File: config.mk
export PLATFORM = sky130hd
export DESIGN_NAME = mem_stage
export DESIGN_NICKNAME = d
export VERILOG_FILES = /design/src/rtl/mem_stage.sv
export SDC_FILE = /design/constraint.sdc
export NUM_CORES = 1
export LEC_CHECK = 0
export ABC_AREA = 1
export ABC_CLOCK_PERIOD_IN_PS = 3100
export CAP_MARGIN = 20
export CELL_PAD_IN_SITES_DETAIL_PLACEMENT = 2
export CELL_PAD_IN_SITES_GLOBAL_PLACEMENT = 2
export CORE_MARGIN = 10
export CORE_UTILIZATION = 25
export CTS_BUF_LIST = sky130_fd_sc_hd__clkbuf_2
export CTS_CLUSTER_SIZE = 28
export DETAILED_ROUTE_END_ITERATION = 8
export MAX_ROUTING_LAYER = met4
export PLACE_DENSITY = 0.89
export REMOVE_ABC_BUFFERS = 1
export SLEW_MARGIN = 20
export SYNTH_ARGS = -nofsm -noshare
export SYNTH_HDL_FRONTEND = slang
export SYNTH_SLANG_ARGS = --single-unit
export TNS_END_PERCENT = 20
File: constraint.sdc
create_clock -name clk -period 3.1 [get_ports clk]
set_input_delay 0.62 -clock clk [delete_from_list [all_inputs] [get_ports clk]]
set_output_delay 0.62 -clock clk [all_outputs]
set_load 0.02 [all_outputs]
File: src/rtl/mem_stage.sv
// mem_stage: memory-access pipeline stage between EX and WB.
// Holds one instruction, waits for the data-SRAM response of loads/stores,
// aligns and extends sub-word load data, and hands the result to WB.
// Responses orphaned by a WB flush are counted and dropped on arrival.
// Optional feature macro: MS_SUBWORD_LOAD_EN (b/h/bu/hu extraction).
// Without it every load returns the full read word and es_ld_op is ignored.
//
// Handshake: a transfer EX->MS happens in a cycle with es_to_ms_valid &
// ms_allowin; a transfer MS->WB happens in a cycle with ms_to_ws_valid &
// ws_allowin. Valid is never conditioned on the consumer's allowin.
module mem_stage (
  input  logic        clk,
  input  logic        resetn,
  input  logic        es_to_ms_valid,
  output logic        ms_allowin,
  input  logic [31:0] es_pc,
  input  logic [4:0]  es_dest,
  input  logic        es_gr_we,
  input  logic        es_res_from_mem,
  input  logic [2:0]  es_ld_op,
  input  logic [31:0] es_alu_result,
  input  logic        es_excp,
  input  logic [15:0] es_excp_num,
  input  logic        es_ertn,
  input  logic        es_req_sent,
  input  logic        data_sram_data_ok,
  input  logic [31:0] data_sram_rdata,
  input  logic        ws_allowin,
  input  logic        wb_flush,
  output logic        ms_to_ws_valid,
  output logic [31:0] ms_pc,
  output logic [4:0]  ms_dest,
  output logic        ms_gr_we,
  output logic [31:0] ms_final_result,
  output logic        ms_excp,
  output logic [15:0] ms_excp_num,
  output logic        ms_ertn,
  output logic        ms_ex,
  output logic [39:0] ms_forward,
  output logic [3:0]  ms_dbg
);

  localparam logic [1:0] ST_IDLE = 2'd0;
  localparam logic [1:0] ST_WAIT = 2'd1;
  localparam logic [1:0] ST_HOLD = 2'd2;

  logic        ms_valid;
  logic [1:0]  state;
  logic [1:0]  state_nxt;
  logic [1:0]  cancel_cnt;
  logic [31:0] data_buf;
  logic        res_from_mem_r;
  logic [31:0] alu_result_r;
  logic        req_sent_r;
  logic        need_data;
  logic        own_ok;
  logic        ms_ready_go;
  logic        ms_data_pending;
  logic        entry;
  logic        cancel_inc;
  logic        cancel_dec;
  logic [31:0] load_word;
  logic [31:0] extracted;

  // A response is ours only when no orphaned response is still in flight.
  assign need_data       = ms_valid & req_sent_r & ~ms_excp;
  assign own_ok          = (state == ST_WAIT) & data_sram_data_ok & (cancel_cnt == 2'd0);
  assign ms_ready_go     = ~need_data | own_ok | (state == ST_HOLD);
  assign ms_to_ws_valid  = ms_valid & ms_ready_go & ~wb_flush;
  assign ms_allowin      = ~ms_valid | (ms_ready_go & ws_allowin);
  assign entry           = es_to_ms_valid & ms_allowin;
  assign ms_data_pending = ms_valid & need_data & ~ms_ready_go;
  assign ms_ex           = ms_valid & (ms_excp | ms_ertn);
  assign ms_forward      = {ms_valid, ms_gr_we, ms_data_pending, ms_dest, ms_final_result};
  assign ms_dbg          = {cancel_cnt, state};

  // Valid bit: flush wins over a same-cycle entry.
  always_ff @(posedge clk or negedge resetn) begin
    if (!resetn) ms_valid <= 1'b0;
    else if (wb_flush) ms_valid <= 1'b0;
    else if (ms_allowin) ms_valid <= es_to_ms_valid;
  end

  // Payload capture on EX->MS transfer.
  always_ff @(posedge clk or negedge resetn) begin
    if (!resetn) begin
      ms_pc          <= 32'd0;
      ms_dest        <= 5'd0;
      ms_gr_we       <= 1'b0;
      res_from_mem_r <= 1'b0;
      alu_result_r   <= 32'd0;
      ms_excp        <= 1'b0;
      ms_excp_num    <= 16'd0;
      ms_ertn        <= 1'b0;
      req_sent_r     <= 1'b0;
    end else if (entry) begin
      ms_pc          <= es_pc;
      ms_dest        <= es_dest;
      ms_gr_we       <= es_gr_we;
      res_from_mem_r <= es_res_from_mem;
      alu_result_r   <= es_alu_result;
      ms_excp        <= es_excp;
      ms_excp_num    <= es_excp_num;
      ms_ertn        <= es_ertn;
      req_sent_r     <= es_req_sent;
    end
  end

  // Wait-state next-state: an outgoing handoff may be followed by a new owed response.
  always_comb begin
    state_nxt = state;
    if (wb_flush) state_nxt = ST_IDLE;
    else if (ms_allowin) state_nxt = (entry & es_req_sent & ~es_excp) ? ST_WAIT : ST_IDLE;
    else if (own_ok) state_nxt = ST_HOLD;
  end

  // Wait-state register.
  always_ff @(posedge clk or negedge resetn) begin
    if (!resetn) state <= ST_IDLE;
    else state <= state_nxt;
  end

  // Keep the response while WB stalls.
  always_ff @(posedge clk or negedge resetn) begin
    if (!resetn) data_buf <= 32'd0;
    else if (own_ok) data_buf <= data_sram_rdata;
  end

  // Orphan counter: +1 for a flushed owed response, -1 for each dropped response.
  assign cancel_inc = wb_flush & (state == ST_WAIT) & ~own_ok;
  assign cancel_dec = data_sram_data_ok & (cancel_cnt != 2'd0);

  always_ff @(posedge clk or negedge resetn) begin
    if (!resetn) cancel_cnt <= 2'd0;
    else if (cancel_inc & ~cancel_dec & (cancel_cnt != 2'd3)) cancel_cnt <= cancel_cnt + 2'd1;
    else if (cancel_dec & ~cancel_inc) cancel_cnt <= cancel_cnt - 2'd1;
  end

  assign load_word = (state == ST_HOLD) ? data_buf : data_sram_rdata;

`ifdef MS_SUBWORD_LOAD_EN
  logic [2:0]  ld_op_r;
  logic [7:0]  ld_byte;
  logic [15:0] ld_half;

  // Load type travels with the instruction.
  always_ff @(posedge clk or negedge resetn) begin
    if (!resetn) ld_op_r <= 3'd0;
    else if (entry) ld_op_r <= es_ld_op;
  end

  // Pick the addressed lane and sign/zero-extend it.
  always_comb begin
    case (alu_result_r[1:0])
      2'b00:   ld_byte = load_word[7:0];
      2'b01:   ld_byte = load_word[15:8];
      2'b10:   ld_byte = load_word[23:16];
      default: ld_byte = load_word[31:24];
    endcase
    ld_half = alu_result_r[1] ? load_word[31:16] : load_word[15:0];
    case (ld_op_r)
      3'b001:  extracted = {{24{ld_byte[7]}}, ld_byte};
      3'b010:  extracted = {{16{ld_half[15]}}, ld_half};
      3'b011:  extracted = {24'd0, ld_byte};
      3'b100:  extracted = {16'd0, ld_half};
      default: extracted = load_word;
    endcase
  end
`else
  logic unused_ld_op;
  assign unused_ld_op = ^es_ld_op;
  assign extracted    = load_word;
`endif

  assign ms_final_result = res_from_mem_r ? extracted : alu_result_r;

endmodule

==> flow_summary_export.csv, run 1 <==
group,metric,value,unit
status,outcome,"complete, no violations",
routing,wl_per_cell,20.0,um
clock_tree,cts_max_path_buffers,2,
routing,wl,23.9,mm
yosys,yosysWarnings,0,
yosys,synthArstFlopShare,100,%
yosys,synth_common_cells,"nand2_1, dfrtp_1, buf_4",
power_and_ir_drop,p_leak,4.17,nW
placement,post-dp-hpwl,17.8,mm
worst_setup_path,cp.required,2.48,ns
routing,dr.pass1.iters,4,
worst_setup_path,arrival,2.32,ns
yosys,synth_most_common_cell,"nand2_1",
clock_tree,htree_levels,4,
yosys,yosysSeqAreaShare,54.9,%
timing,setup_tns,0,ns
floorplanning,io_pins,266,
global_routing,track_usage,16.7,%
timing,slew_viol_final,0,
job,max_cap_viol_count,0,
clock_tree,path_clk_slew,0.25,ns
yosys,yosys-top-cells-area,"dfrtp_1, nand2_1, mux2_2, buf_4, a31oi_1",
clock_tree,cts_sinks,127,
floorplanning,rows,55,
placement,post_dp_cell_area,0.00848,mm^2
yosys,ys_types,25,
worst_setup_path,path_cells,"nor2_4, buf_6, nand2_1, a31oi_1, dlygate4sd2_1",
timing,min_period_over_period,94.8,%
finish,layout-drive-gt1-share,15.2,%
placement,pre_cts_slack,0.267,ns
routing,met2_length,12.0,mm
floorplanning,initial_utilization,25.5,%
worst_hold_path,hold_class,"in -> reg",
power_and_ir_drop,powerDensity,605,mW/mm^2
routing,dr.first_iter.drc_count,227,
clock_tree,cts_tree,"done",
global_routing,antenna_found_initial,1,
worst_setup_path,critPathMaxFanout,16,
yosys,synth_area,0.00579,mm^2
finish,fin_util,38.2,%
worst_setup_path,slowest_stage,"dfrtp_2",
timing,worst_slack,0.162,ns
floorplanning,die_height,172,um
routing,top_layer,"met4",
timing,rsz0062_at_grt,"yes",
routing,drc,0,
floorplanning,core,0.0227,mm^2
finish,areaGrowthSynthToFinish,49.9,%
yosys,netlist_instances,673,
routing,dr_total_vias,5426,
clock_tree,cts_root_buf,"clkbuf_2",
timing,clock-skew-final,0.0533,ns
timing,slew_headroom,60.9,%
yosys,synth_edf_count,0,
worst_setup_path,cp-end-kind,"primary output",
global_routing,grt_max_degree,66,
routing,wl_met1,9.65,mm
global_routing,grt_pass1_wl,36.4,mm
floorplanning,dieArea,0.0296,mm^2
yosys,yosysTopAreaCellShare,54.9,%
floorplanning,dieWidth,172,um
timing,hold_viol_final,0,
yosys,ys.flop_type,"dfrtp_1",
global_routing,grt_pass1_vias,6306,
worst_setup_path,max_stage_delay,0.51,ns
timing,fmax,340,MHz
finish,fin_nets,1026,
clock_tree,clk_latency,0.70,ns
timing,max_slew.worst_pin.slew,0.586,ns
timing,setup_viol,0,
global_routing,grt_overflow,0,
routing,wl_met3,2.05,mm
worst_setup_path,critPathKind,"reg -> out",
placement,portBuffers,262,
worst_setup_path,cp-start-kind,"flip-flop",
power_and_ir_drop,total_power,5.25,mW
routing,avgViaCountPerCell,4.54,
yosys,yosysTopAreaCell,"dfrtp_1",
finish,design_area,0.00868,mm^2
yosys,yosys_register_bits,127,
timing,fin_crit,2.94,ns
power_and_ir_drop,peakVddDrop,0.198,mV
clock_tree,cts_buffers,17,
placement,place_congestion,0.742,
routing,ant_nets,0,
yosys,avgSynthCellArea,8.60,um^2
[layout by cell type (no fill, tap or decap), types with 4 or more instances in the layout]
cell type / Yosys / routed
nand2_1: 335 / 335
buf_4: 40 / 8
buf_12: 0 / 5
dlygate4sd2_1: 0 / 9
clkinv_4: 0 / 4
a31oi_2: 0 / 8
clkdlybuf4s15_2: 0 / 11
clkdlybuf4s50_1: 0 / 194
inv_1: 13 / 13
dfrtp_1: 127 / 125
a31oi_1: 32 / 23
dlygate4sd1_1: 0 / 11
inv_6: 0 / 4
clkdlybuf4s15_1: 0 / 7
mux2_2: 31 / 31
nor2_1: 37 / 37
o21ai_0: 6 / 6
clkbuf_2: 0 / 43
[metal layers]
layer	vias to the layer above	track usage (%)
li1	2510	-
met1	2722	17.8
met2	176	28.3
met3	18	7.07
met4	0	3.56
met5	-	-
[power by group]
group          internal (mW)  switching (mW)
sequential              1.98           0.208
clock                  0.386           0.742
combinational          0.844            1.08
total                   3.21            2.03
[state kept, by name, indices dropped and copies added, names as in the netlist]
name / cells
ms_excp_num: 16
ms_pc: 32
ms_ertn: 1
cancel_cnt: 2
alu_result_r: 32
ms_dest: 5
req_sent_r: 1
res_from_mem_r: 1
ms_valid: 1
ms_excp: 1
ms_gr_we: 1
state: 2
data_buf: 32
[repair_timing]
item                       4_1_cts  5_1_grt
hold buffers                     1        0
setup endpoints to repair       67       59
gates resized for setup        127       94
hold endpoints to repair        53        0
buffers inserted                 1        0
[worst max-delay path, delay by kind of cell, from the launching register on]
family	cells	cell delay, ns
buffers and inverters	2	0.59
AND/OR/NAND/NOR	2	0.24
AO/OA/AOI/OAI	1	0.26
flip-flops	1	0.51
[area by class of cell]
| type | instances | area [um^2] |
|---|---|---|
| clock buffers | 18 | 90.1 |
| flip-flops and latches | 127 | 3180 |
| inverters | 15 | 57.6 |
| well taps | 285 | 357 |
| repair buffers | 278 | 2670 |
| diodes | 1 | 2.50 |
| clock inverters | 14 | 158 |
| fillers | 2541 | 14000 |
| multi-input cells | 456 | 2160 |
[final timing paths]
check                      depth (start not counted)           start  slack (ns)               end
hold reg to reg                                    2       ms_pc[28]        0.51         ms_pc[28]
setup / recovery                                   5        state[0]        0.16    ms_forward[29]
min in group asynchronous                          2          resetn        0.42          ms_pc[3]
hold / removal                                     3  es_excp_num[8]        0.41    ms_excp_num[8]
setup reg to reg                                   9        state[0]        1.16         ms_pc[17]
max in group asynchronous                          3          resetn        1.73  alu_result_r[16]
[stage by stage]
stage | hold WS [ns] | std cells
CTS | 0.276 | 1193
finish | 0.407 | 1194
detailed placement | 0.470 | 1159
global route | 0.273 | 1194
global placement | 0.460 | 1159
floorplan | 0.324 | 598
[cells by family (layout without fill, tap and decap cells)]
logic type	after synthesis	after routing	synth area share (%)
buffers and inverters	90	325	9.10
other	0	1	0
AO/OA/AOI/OAI	42	42	4.45
AND/OR/NAND/NOR	383	383	25.5
flip-flops	127	127	54.9
multiplexers	31	31	6.03
No activity file was read; power rests on OpenSTA's default activity.
==> run 2: changes to the inputs <==
--- a/config.mk
+++ b/config.mk
@@ -6,17 +6,17 @@
 export NUM_CORES = 1
 export LEC_CHECK = 0
 export ABC_AREA = 1
-export ABC_CLOCK_PERIOD_IN_PS = 3100
+export ABC_CLOCK_PERIOD_IN_PS = 2700
 export CAP_MARGIN = 20
 export CELL_PAD_IN_SITES_DETAIL_PLACEMENT = 2
 export CELL_PAD_IN_SITES_GLOBAL_PLACEMENT = 2
 export CORE_MARGIN = 10
-export CORE_UTILIZATION = 25
+export CORE_UTILIZATION = 21
 export CTS_BUF_LIST = sky130_fd_sc_hd__clkbuf_2
 export CTS_CLUSTER_SIZE = 28
 export DETAILED_ROUTE_END_ITERATION = 8
 export MAX_ROUTING_LAYER = met4
-export PLACE_DENSITY = 0.89
+export PLACE_DENSITY = 0.8
 export REMOVE_ABC_BUFFERS = 1
 export SLEW_MARGIN = 20
 export SYNTH_ARGS = -nofsm -noshare
==> constraint.sdc (replaced) <==
create_clock -name clk -period 2.7 [get_ports clk]
set_input_delay 0.54 -clock clk [delete_from_list [all_inputs] [get_ports clk]]
set_output_delay 0.54 -clock clk [all_outputs]
set_load 0.02 [all_outputs]
==> run 2 against run 1 <==
Worst setup slack got worse by 0.24 ns. Combinational power is 27% higher. Worst hold slack worse by 0.15 ns. The run now ends with setup timing left. Cell area is 7.1% higher. Critical path depth grew 1. Global-route usage decreased by 2.2 points. Non-clock buffer count grew 12. Register-to-register slack lost 0.46 ns. Total power is 20% higher. Routed wire length rose by 5.2%. Sequential power grew 15%. Sequential share of layout area shrank 2.5 points.
==> flow_summary_export.csv, run 2 (synthesis results as in run 1) <==
group,metric,value,unit
worst_setup_path,critPathKind,"reg -> out",
global_routing,track_usage,14.5,%
worst_setup_path,slowest_stage,"dfrtp_1",
clock_tree,cts_sinks,127,
routing,drc,0,
status,violations,"setup timing",
placement,post_dp_cell_area,0.00860,mm^2
floorplanning,initial_utilization,21.4,%
worst_setup_path,cp.required,2.16,ns
finish,final_cell_mix,"nand2_1, clkdlybuf4s50_1, dfrtp_1, nor2_1, mux2_2",
routing,wl_per_cell,19.9,um
worst_setup_path,cp-start-kind,"flip-flop",
timing,rsz0062_at_grt,"yes",
timing,clock-skew-final,0.0564,ns
timing,fin_crit,2.78,ns
timing,setup_viol,28,
worst_setup_path,critPathMaxFanout,8,
worst_setup_path,startpoint,"state[0]",
global_routing,antenna_found_initial,2,
global_routing,grt_pass1_wl,37.0,mm
worst_hold_path,hold_class,"in -> async",
floorplanning,dieArea,0.0346,mm^2
job,max_cap_viol_count,0,
routing,avgViaCountPerCell,4.33,
floorplanning,core,0.0270,mm^2
placement,post-dp-hpwl,17.1,mm
timing,max_slew.worst_pin.slew,0.570,ns
finish,reg_top3,"alu_result_r (32), data_buf (32), ms_pc (32)",
timing,slew_viol_final,0,
routing,wl,25.1,mm
global_routing,grt_pass1_vias,6202,
floorplanning,dieWidth,186,um
clock_tree,clk_latency,0.72,ns
clock_tree,path_clk_slew,0.24,ns
worst_setup_path,max_stage_delay,0.46,ns
clock_tree,cts_root_buf,"clkbuf_2",
routing,ant_nets,0,
timing,slew_headroom,62.0,%
finish,design_area,0.00929,mm^2
placement,place_congestion,0.703,
routing,dr.pass1.iters,4,
power_and_ir_drop,p_leak,4.40,nW
worst_setup_path,cp-end-kind,"primary output",
finish,fin_nets,1038,
finish,layout-drive-gt1-share,23.0,%
clock_tree,cts_buffers,17,
worst_setup_path,r2r-start,"state[0]",
timing,fmax,360,MHz
floorplanning,io_pins,266,
finish,final_common_cell,"nand2_1",
floorplanning,rows,60,
routing,dr.first_iter.drc_count,174,
finish,areaGrowthSynthToFinish,60.6,%
power_and_ir_drop,powerDensity,675,mW/mm^2
placement,dp_cells,1217,
status,outcome,"finished with violations",
worst_setup_path,arrival,2.24,ns
placement,portBuffers,262,
finish,layoutNonFillerInstCount,1262,
floorplanning,die_height,186,um
timing,min_period_over_period,103,%
timing,worst_slack,-0.0795,ns
placement,pre_cts_slack,0.0367,ns
timing,hold_slack,0.254,ns
global_routing,grt_overflow,0,
clock_tree,cts_max_path_buffers,2,
global_routing,grt_max_degree,54,
power_and_ir_drop,peakVddDrop,0.254,mV
timing,hold_viol_final,0,
clock_tree,cts_tree,"done",
routing,dr_total_vias,5466,
clock_tree,htree_levels,4,
worst_setup_path,path_cells,"nor2_4, buf_4, clkbuf_16, nand2_1, a31oi_1, buf_2",
worst_setup_path,rrSetupSlack,0.70,ns
## run 2: changes by cell type in the layout (fill, tap and decap cells not counted), sizes merged
cell / delta
buf: +74
bufinv: +1
clkbuf: -20
clkdlybuf4s15: -18
clkinvlp: -1
diode: +1
dlygate4sd1: -11
dlygate4sd2: -9
dlymetal6s2s: -1
inv: -4
## run 2: per-stage QoR
stage / setup TNS (ns) / util (%) / power [mW]
final: -1.23 / 34.4 / 6.27
after global routing: -11.09 / 34.4 / 6.69
after CTS: -5.52 / 33.7 / 6.34
after detailed placement: 0 / 31.8 / 4.96
after global placement: 0 / 31.8 / 4.87
after floorplan: -102.71 / - / 3.57
## run 2: path summary, 6_finish.rpt
check | end | cells after the start
worst max register to register | ms_pc[3] | 9
min in group clk | ms_pc[25] | 3
worst min register to register | ms_pc[14] | 2
max in group asynchronous | alu_result_r[11] | 3
worst min-delay path | state[1] | 2
worst max-delay path | ms_final_result[16] | 6
## run 2: critical path: cells and delay by family, from the launching register on
family	cells	cell delay [ns]
AO/OA/AOI/OAI	1	0.21
AND/OR/NAND/NOR	2	0.29
buffers and inverters	3	0.55
flip-flops	1	0.46
## run 2: power breakdown
group | switching (mW) | internal (mW) | leakage, nW | total (mW)
clock network | 0.775 | 0.525 | 0.148 | 1.30
logic | 1.33 | 1.13 | 2.68 | 2.45
registers | 0.240 | 2.28 | 1.57 | 2.52
## run 2: routing by layer
layer / vias up / track usage [%] / share of wire [%]
li1: 2539 / - / -
met1: 2734 / 15.6 / 39
met2: 178 / 23.7 / 50
met3: 15 / 6.80 / 9.7
met4: 0 / 3.64 / 0.91
met5: - / - / 0
## run 2: area by class of cell
class / instances / area (um^2)
clock buffers: 21 / 105
inverters: 15 / 60.1
repair buffers: 290 / 2950
well taps: 341 / 427
diodes: 2 / 5.00
fillers: 2964 / 17700
clock inverters: 10 / 140
flip-flops and latches: 127 / 3180
multi-input cells: 456 / 2430
## run 2: repair_timing
action                                 in CTS  in global routing
setup endpoints to repair                  67                 67
setup buffers                               3                  3
cloned                                      3                  2
resized for setup                         417                 50
hold buffers                                1                  0
endpoints found under the hold margin      35                  0
pin swaps                                  13                  6
